`config.mk`:
```
export PLATFORM = sky130hd
export DESIGN_NAME = elevator_scheduler
export DESIGN_NICKNAME = d
export VERILOG_FILES = /design/src/rtl/elevator_scheduler.sv
export SDC_FILE = /design/constraint.sdc
export NUM_CORES = 1
export LEC_CHECK = 0
export ABC_AREA = 1
export BUFFER_PORTS_ARGS = -buffer_cell sky130_fd_sc_hd__buf_2
export CAP_MARGIN = 25
export CORE_UTILIZATION = 39
export DETAILED_ROUTE_END_ITERATION = 10
export GPL_TIMING_DRIVEN = 0
export PLACE_DENSITY = 0.59
export SLEW_MARGIN = 20
export SYNTH_ARGS = -nofsm -noshare
export SYNTH_HDL_FRONTEND = slang
export SYNTH_SLANG_ARGS = --single-unit
export TNS_END_PERCENT = 1
```
`constraint.sdc`:
```
create_clock -name clk -period 2.15 [get_ports clk]
set_clock_uncertainty 0.05 [all_clocks]
set_input_delay 0.3225 -clock clk [delete_from_list [all_inputs] [get_ports clk]]
set_output_delay 0.3225 -clock clk [all_outputs]
set_load 0.01 [all_outputs]
```
`src/rtl/elevator_scheduler.sv`:
```
// SCAN-policy elevator sequencer: latches floor calls, steps the car one floor per
// travel interval, and runs a timed door cycle at each requested floor.
module elevator_scheduler #(
    parameter int FLOORS       = 3,
    parameter int TRAVEL_TICKS = 2,
    parameter int DOOR_TICKS   = 3
) (
    input  logic              clk,
    input  logic              reset,
    input  logic [FLOORS-1:0] button,
    output logic [FLOORS-1:0] led,
    output logic [FLOORS-1:0] floor,
    output logic              door,
    output logic              moving,
    output logic              dir_up
);

    localparam int TW = (TRAVEL_TICKS > 1) ? $clog2(TRAVEL_TICKS) : 1;
    localparam int DW = (DOOR_TICKS > 1) ? $clog2(DOOR_TICKS) : 1;
    localparam logic [TW-1:0] TRAVEL_LAST = TW'(TRAVEL_TICKS - 1);
    localparam logic [DW-1:0] DOOR_LAST   = DW'(DOOR_TICKS - 1);

    typedef enum logic [1:0] {IDLE, MOVE, DOOR_OPEN} state_t;

    state_t          state;
    logic [TW-1:0]   travel_cnt;
    logic [DW-1:0]   door_cnt;

    logic [FLOORS-1:0] req;
    logic [FLOORS-1:0] below_mask;
    logic [FLOORS-1:0] above_mask;
    logic [FLOORS-1:0] floor_next;
    logic              above;
    logic              below;
    logic              at_req;
    logic              arrive_req;
    logic              hold;
    logic              ahead;

    // floor is one-hot, so floor-1 marks every floor strictly below the car.
    always_comb begin
        req        = led | button;
        below_mask = floor - FLOORS'(1);
        above_mask = ~(below_mask | floor);
        above      = |(req & above_mask);
        below      = |(req & below_mask);
        at_req     = |(req & floor);
        floor_next = dir_up ? (floor << 1) : (floor >> 1);
        arrive_req = |(req & floor_next);
        hold       = |(button & floor);
        ahead      = dir_up ? above : below;
    end

    always_ff @(posedge clk or posedge reset) begin
        if (reset) begin
            state      <= IDLE;
            led        <= '0;
            floor      <= FLOORS'(1);
            door       <= 1'b0;
            moving     <= 1'b0;
            dir_up     <= 1'b1;
            travel_cnt <= '0;
            door_cnt   <= '0;
        end else begin
            led <= led | button;
            case (state)
                IDLE: begin
                    if (at_req) begin
                        state    <= DOOR_OPEN;
                        door     <= 1'b1;
                        door_cnt <= '0;
                        led      <= (led | button) & ~floor;
                    end else if (ahead) begin
                        state      <= MOVE;
                        moving     <= 1'b1;
                        travel_cnt <= '0;
                    end else if (dir_up ? below : above) begin
                        state      <= MOVE;
                        moving     <= 1'b1;
                        travel_cnt <= '0;
                        dir_up     <= ~dir_up;
                    end
                end
                MOVE: begin
                    // Nothing left in the travel direction (end floor): stop rather than step off the shaft.
                    if (!ahead) begin
                        state      <= IDLE;
                        moving     <= 1'b0;
                        travel_cnt <= '0;
                    end else if (travel_cnt != TRAVEL_LAST) begin
                        travel_cnt <= travel_cnt + TW'(1);
                    end else begin
                        floor      <= floor_next;
                        travel_cnt <= '0;
                        if (arrive_req) begin
                            state    <= DOOR_OPEN;
                            moving   <= 1'b0;
                            door     <= 1'b1;
                            door_cnt <= '0;
                            led      <= (led | button) & ~floor_next;
                        end
                    end
                end
                DOOR_OPEN: begin
                    // A call for the floor the door is already open at is a hold, never a pending request.
                    led <= (led | button) & ~floor;
                    if (hold) begin
                        door_cnt <= '0;
                    end else if (door_cnt != DOOR_LAST) begin
                        door_cnt <= door_cnt + DW'(1);
                    end else begin
                        state <= IDLE;
                        door  <= 1'b0;
                    end
                end
                default: begin
                    state  <= IDLE;
                    door   <= 1'b0;
                    moving <= 1'b0;
                end
            endcase
        end
    end

endmodule

```
==> impl_metrics.yaml, run 1 <==
drt:
  vias: 815
  drtIter0Drc: 11
  met2RoutedLength_um: 813
  router_iterations_before_antenna_repair: 4
  m1WireLength_um: 922
  dr_wl_met3_um: 61
  top_signal_layer_used: "met4"
  drcViolationCount: 0
  ant_nets: 0
  wl_per_cell_um: 10.59
  viasPerCell: 4.684
  postRouteWirelength_um: 1843
cts:
  worstSkewPairLatency_ps: 290
  worst_setup_hold_path_clk_slew_ps: 80
  cts_hold_repair.buffers: 0
  htree_num_levels: 1
  num_clock_sinks: 14
  cts_buffer_depth: 2
  tritoncts: "yes"
  cts_made_buffers: 3
  cts_root_buffer_type: "sky130_fd_sc_hd__clkbuf_4"
setup_path:
  cp_slowest_stage_delay_ps: 600
  crit_chain: "inv_2, ha_1, inv_1, ha_1, nand2_2, nand2_1, nand2_1, nand2_2, nand2_2, nor2_8, nand2_2, nand2_1, inv_1"
  crit-reg2reg-capture: "led[1]"
  startpoint_type: "flop"
  critPathRequiredTime_ps: 2290
  crit_family: "simple AND/OR/NAND/NOR gates"
  regToRegStartpoint: "floor[0]"
  critPathMostFrequentCell: "sky130_fd_sc_hd__nand2_2"
  critPathCaptureType: "flop"
  critPathBufInv: 3
  setup.worst_path.class: "reg -> reg"
  timing.critical_path.slowest_stage_cell: "sky130_fd_sc_hd__dfstp_2"
  reg2reg_setup_slack_ps: 220
  worst_ep_arrival_time_ps: 2070
  worstPathMaxFanout: 7
  r2r.worst_path.cells: 13
  crit_cells: 13
synth:
  synth_compound_area_frac: 0.06199
  synth_seq_cells: 14
  synth_top_family_by_area: "simple AND/OR/NAND/NOR gates"
  netlist_area_um2: 928.4
  synthMuxAreaShare: 0
  synthDominantAreaCellType: "sky130_fd_sc_hd__dfrtp_1"
  ys_types: 19
  synth_largest_type_area_fraction: 0.3235
  yosys_warnings: 0
  synth.yosys.seq_area_share: 0.3801
  ys_top_cells_by_area: "sky130_fd_sc_hd__dfrtp_1 32%, sky130_fd_sc_hd__nand2_1 17%, sky130_fd_sc_hd__inv_1 7.3%"
  yosys.area_share.simple: 0.4030
  postSynthNetCount: 139
  yosys.area_share.adder: 0.05391
  netlist_instances: 130
  fraction_of_synthesized_cell_area_in_xor_and_xnor_cells: 0
  avg_cell_area_syn_um2: 7.141
grt:
  grt.total_usage: 0.1756
  grt_max_degree: 15
  antenna_found_initial: 0
  via_count_of_the_first_global_routing_pass: 783
  grt_first_pass_wirelength_um: 3263
  grt_overflow_total: 0
sta:
  layout_min_cycle_time_ps: 1932
  totalNegativeSetupSlack_ps: 0
  clock.fmax_mhz: 517.7
  setup_ws_ps: 218.4
  timing.slew.headroom: 0.6398
  report.final.slew_viol_count: 0
  final_setup_violation_count: 0
  grt_setup_unrepaired: "false"
  hold_viol_final: 0
  worst_slew_pin_slew_ps: 539.6
  min_period_over_period: 0.8984
power_and_ir_drop:
  comb_power_share: 0.092
  clkPwrFrac: 0.318
  power_density_mw_per_mm2: 436.8
  p_int_uw: 349.4
  netSwitchingFraction: 0.2426
  power.sequential.fraction: 0.591
  net-switching-power_uw: 111.9
  worst_ir_drop_vdd_mv: 0.2676
  standby_leakage_power_nw: 0.6202
flow_run:
  maxCapViolCount: 0
cells_and_area:
  final_design_area_no_fill_mm2: 0.001056
  final_common_cell: "sky130_fd_sc_hd__nand2_1"
  layout_cell_share_with_drive_strength_beyond_1: 0.2877
  flow.area_growth_from_synthesis_pct: 13.75
  final_net_count: 157
  mostFrequentLayoutCells: "41 x sky130_fd_sc_hd__nand2_1, 18 x sky130_fd_sc_hd__inv_1, 13 x sky130_fd_sc_hd__buf_2"
  diodes: 0
floorplan:
  fp-row-count: 17
  die-area_mm2: 0.002580
  core_region_area_mm2: 0.002233
  die_outline_height_um: 50.79
  floorplan.initialDensity: 0.4157
  dieWidth_um: 50.79
  floorplan.io_pins: 14
placement:
  half_perimeter_wire_length_of_the_detailed_placement_result_um: 1499
  place.gp.congestion: 0.8442
  placement.cell_area_mm2: 0.001028
  place.port_buffers: 13
  dpl_worst_slack_ps: 202.6
outcome:
  status: "finished, final reports clean"
worst_hold_path:
  hold_path_class: "in -> async"
stage by stage:
| stage | hold WS [ps] | instances | total power [mW] | util |
|---|---|---|---|---|
| after floorplan | 160.3 | 130 | 0.3049 | - |
| after detailed placement | 343.2 | 171 | 0.3207 | 0.4605 |
| after global routing | 71.38 | 174 | 0.4830 | 0.4728 |
| final | 11.94 | 174 | 0.4613 | 0.4728 |
| after CTS | 27.93 | 174 | 0.4702 | 0.4706 |
| after global placement | 345.0 | 171 | 0.3204 | 0.4605 |
registers in the layout, indices dropped and copies added, names as in the netlist:
register and cells:
door 1, moving 1, state 2, floor 3, door_cnt 2, led 3, travel_cnt 1, dir_up 1
cells in the mapped netlist (all sizes together):
master,number
nand4,2
dfrtp,12
nand2,51
o21a,1
dfstp,2
ha,4
inv,25
nor2,9
o21ai,8
a21oi,2
nor3,2
nand3,12
routing by layer:
| layer | vias to the layer above | GRT usage |
|---|---|---|
| met5 | - | 0 |
| met4 | 0 | 0.09722 |
| met3 | 5 | 0.02727 |
| met2 | 13 | 0.2956 |
| met1 | 361 | 0.2121 |
| li1 | 436 | - |
how the worst max path moves through the flow:
stage,from,endpoint
final,floor[0],led[1]
after detailed placement,floor[0],door_cnt[0]
after floorplan,floor[0],floor[1]
after global routing,floor[0],led[2]
after CTS,floor[0],door_cnt[1]
after global placement,floor[0],door_cnt[1]
power by group through the flow:
stage / combinational [mW] / sequential [mW] / clock (mW)
2_1_floorplan: 0.0250 / 0.280 / 0
3_3_place_gp: 0.0428 / 0.278 / 0
3_5_place_dp: 0.0430 / 0.278 / 0
4_1_cts: 0.0431 / 0.273 / 0.155
5_1_grt: 0.0500 / 0.273 / 0.160
6_report: 0.0424 / 0.272 / 0.146
repair_timing:
item	4_1_cts	5_1_grt
resized for setup	0	1
setup buffers	0	0
setup endpoints to repair	0	1
cell families after synthesis:
kind of cell / after synthesis
and+or+nand+nor: 76
AOI/OAI and AO/OA: 11
DFF: 14
buffers and inverters: 25
adders and majority gates: 4
area by class of cell:
type	instances	area [um^2]
Clock buffer	3	22.52
Sequential cell	14	352.8
Multi-Input combinational cell	91	486.7
Inverter	25	93.84
Fill cell	238	1177
Tap cell	28	35.03
Timing Repair Buffer	13	65.06
Power figures use the tool's default switching activity.
==> inputs of run 2 (changes only) <==
--- a/config.mk
+++ b/config.mk
@@ -8,10 +8,11 @@
 export ABC_AREA = 1
 export BUFFER_PORTS_ARGS = -buffer_cell sky130_fd_sc_hd__buf_2
 export CAP_MARGIN = 25
-export CORE_UTILIZATION = 39
+export CORE_ASPECT_RATIO = 1.75
+export CORE_UTILIZATION = 40
 export DETAILED_ROUTE_END_ITERATION = 10
 export GPL_TIMING_DRIVEN = 0
-export PLACE_DENSITY = 0.59
+export PLACE_DENSITY = 0.6
 export SLEW_MARGIN = 20
 export SYNTH_ARGS = -nofsm -noshare
 export SYNTH_HDL_FRONTEND = slang
==> run 2 against run 1 <==
Compared with the run above: utilization grew 1.7 points; setup slack lost 20 ps; clock-buffer cell count is the same; cell area shrank 0.47%; critical path depth shrank 1; via count grew 2.1%; sequential share of layout area grew 0.16 points; non-clock buffer count is the same; sequential cell count is the same; first-iteration DRC count grew to 2.7 times the previous value; routed wire length grew 4.8%; clock power grew 4%.
==> impl_metrics.yaml, run 2 (synthesis gave the netlist of run 1 again) <==
outcome:
  status: "finished, final reports clean"
power_and_ir_drop:
  worst_ir_drop_vdd_mv: 0.2833
  standby_leakage_power_nw: 0.6202
  power_density_mw_per_mm2: 444.8
setup_path:
  regToRegStartpoint: "floor[0]"
  critPathRequiredTime_ps: 2270
  setup.worst_path.class: "reg -> reg"
  worst_ep_arrival_time_ps: 2070
  setup.worst_path.start: "floor[0]"
  startpoint_type: "flop"
  critPathCaptureType: "flop"
  worstPathMaxFanout: 7
cells_and_area:
  final_net_count: 157
  reg_top3: "floor x3, led x3"
  diodes: 0
  mostFrequentLayoutCells: "41 x sky130_fd_sc_hd__nand2_1, 18 x sky130_fd_sc_hd__inv_1, 13 x sky130_fd_sc_hd__buf_2"
  final_common_cell: "sky130_fd_sc_hd__nand2_1"
  layout_cell_share_with_drive_strength_beyond_1: 0.2877
  final_design_area_no_fill_mm2: 0.001051
  flow.area_growth_from_synthesis_pct: 13.21
sta:
  layout_min_cycle_time_ps: 1951
  timing.slew.headroom: 0.6384
  clock.fmax_mhz: 512.5
  worst_slew_pin_slew_ps: 541.8
  min_period_over_period: 0.9075
  hold_ws_ps: 12.73
  grt_setup_unrepaired: "false"
  totalNegativeSetupSlack_ps: 0
  hold_viol_final: 0
  final_setup_violation_count: 0
  report.final.slew_viol_count: 0
floorplan:
  die-area_mm2: 0.002525
  fp-row-count: 22
  core_region_area_mm2: 0.002147
  dieWidth_um: 38.42
  die_outline_height_um: 65.73
  floorplan.io_pins: 14
  floorplan.initialDensity: 0.4324
cts:
  num_clock_sinks: 14
  cts_buffer_depth: 2
  cts_made_buffers: 3
  worst_setup_hold_path_clk_slew_ps: 90
  cts_root_buffer_type: "sky130_fd_sc_hd__clkbuf_4"
  worstSkewPairLatency_ps: 280
  tritoncts: "yes"
  htree_num_levels: 1
drt:
  ant_nets: 0
  drcViolationCount: 0
  drtIter0Drc: 30
  wl_per_cell_um: 11.36
  vias: 832
  viasPerCell: 4.894
  router_iterations_before_antenna_repair: 4
  postRouteWirelength_um: 1932
grt:
  grt_first_pass_wirelength_um: 3208
  grt.total_usage: 0.1803
  grt_max_degree: 15
  via_count_of_the_first_global_routing_pass: 802
  grt_overflow_total: 0
  antenna_found_initial: 0
placement:
  half_perimeter_wire_length_of_the_detailed_placement_result_um: 1528
  place.port_buffers: 13
  place.gp.congestion: 0.8849
  placement.cell_area_mm2: 0.001023
worst_hold_path:
  hold_path_class: "in -> async"
flow_run:
  maxCapViolCount: 0
run 2: cell counts in the layout (fill, tap and decap cells not counted):
Identical to the previous run, type by type.
run 2: final timing paths:
check,slack (ps),cells after the start,endpoint
setup / recovery,200,12,floor[1]
hold / removal,10,2,door_cnt[0]
setup reg to reg,200,12,floor[1]
hold reg to reg,420,2,moving
max in group asynchronous,1660,2,dir_up
min in group clk,380,5,led[2]
run 2: layout make-up:
type	instances	area, um^2
tap	24	30.03
timing repair buffer	13	65.06
inverter	25	93.84
fill	234	1096
sequential	14	352.8
multi-input combinational	91	486.7
clock buffer	3	22.52
run 2: metrics by stage:
| stage | setup WS [ps] | power, mW | std cells | util |
|---|---|---|---|---|
| CTS | 118.1 | 0.4759 | 170 | 0.4872 |
| global route | 36.28 | 0.4934 | 170 | 0.4895 |
| global placement | 181.2 | 0.3199 | 167 | 0.4767 |
| finish | 198.8 | 0.4675 | 170 | 0.4895 |
| detailed placement | 141.8 | 0.3209 | 167 | 0.4767 |
| floorplan | 346.1 | 0.3049 | 130 | - |
run 2: metal layers:
layer / GRT usage / part of all wire / up-vias
li1: - / - / 437
met1: 0.1649 / 0.39 / 381
met2: 0.3538 / 0.57 / 12
met3: 0.02027 / 0.023 / 2
met4: 0.09052 / 0.012 / 0
met5: 0 / 0 / -
run 2: where the power goes:
| part | switching, mW | internal (mW) | total, mW |
|---|---|---|---|
| logic | 0.0279 | 0.0150 | 0.0429 |
| registers | 0.00288 | 0.269 | 0.272 |
| clock network | 0.0874 | 0.0650 | 0.152 |
| total | 0.118 | 0.349 | 0.467 |
run 2: timing repair:
action	in CTS	in global routing
buffers inserted	0	0
hold buffers	0	0
resized for setup	0	1
endpoints found under the setup margin	0	1
run 2: critical path, cell delays in order (launching register included):
cell and delay (ps):
sky130_fd_sc_hd__dfstp_2 600, sky130_fd_sc_hd__inv_2 70, sky130_fd_sc_hd__ha_1 190, sky130_fd_sc_hd__inv_1 50
sky130_fd_sc_hd__ha_1 210, sky130_fd_sc_hd__nand2_1 80, sky130_fd_sc_hd__nand3_2 110, sky130_fd_sc_hd__nand2_2 110
sky130_fd_sc_hd__nand2_2 80, sky130_fd_sc_hd__nand2_2 110, sky130_fd_sc_hd__nor2_8 60, sky130_fd_sc_hd__nand2_2 60
sky130_fd_sc_hd__o21ai_1 50
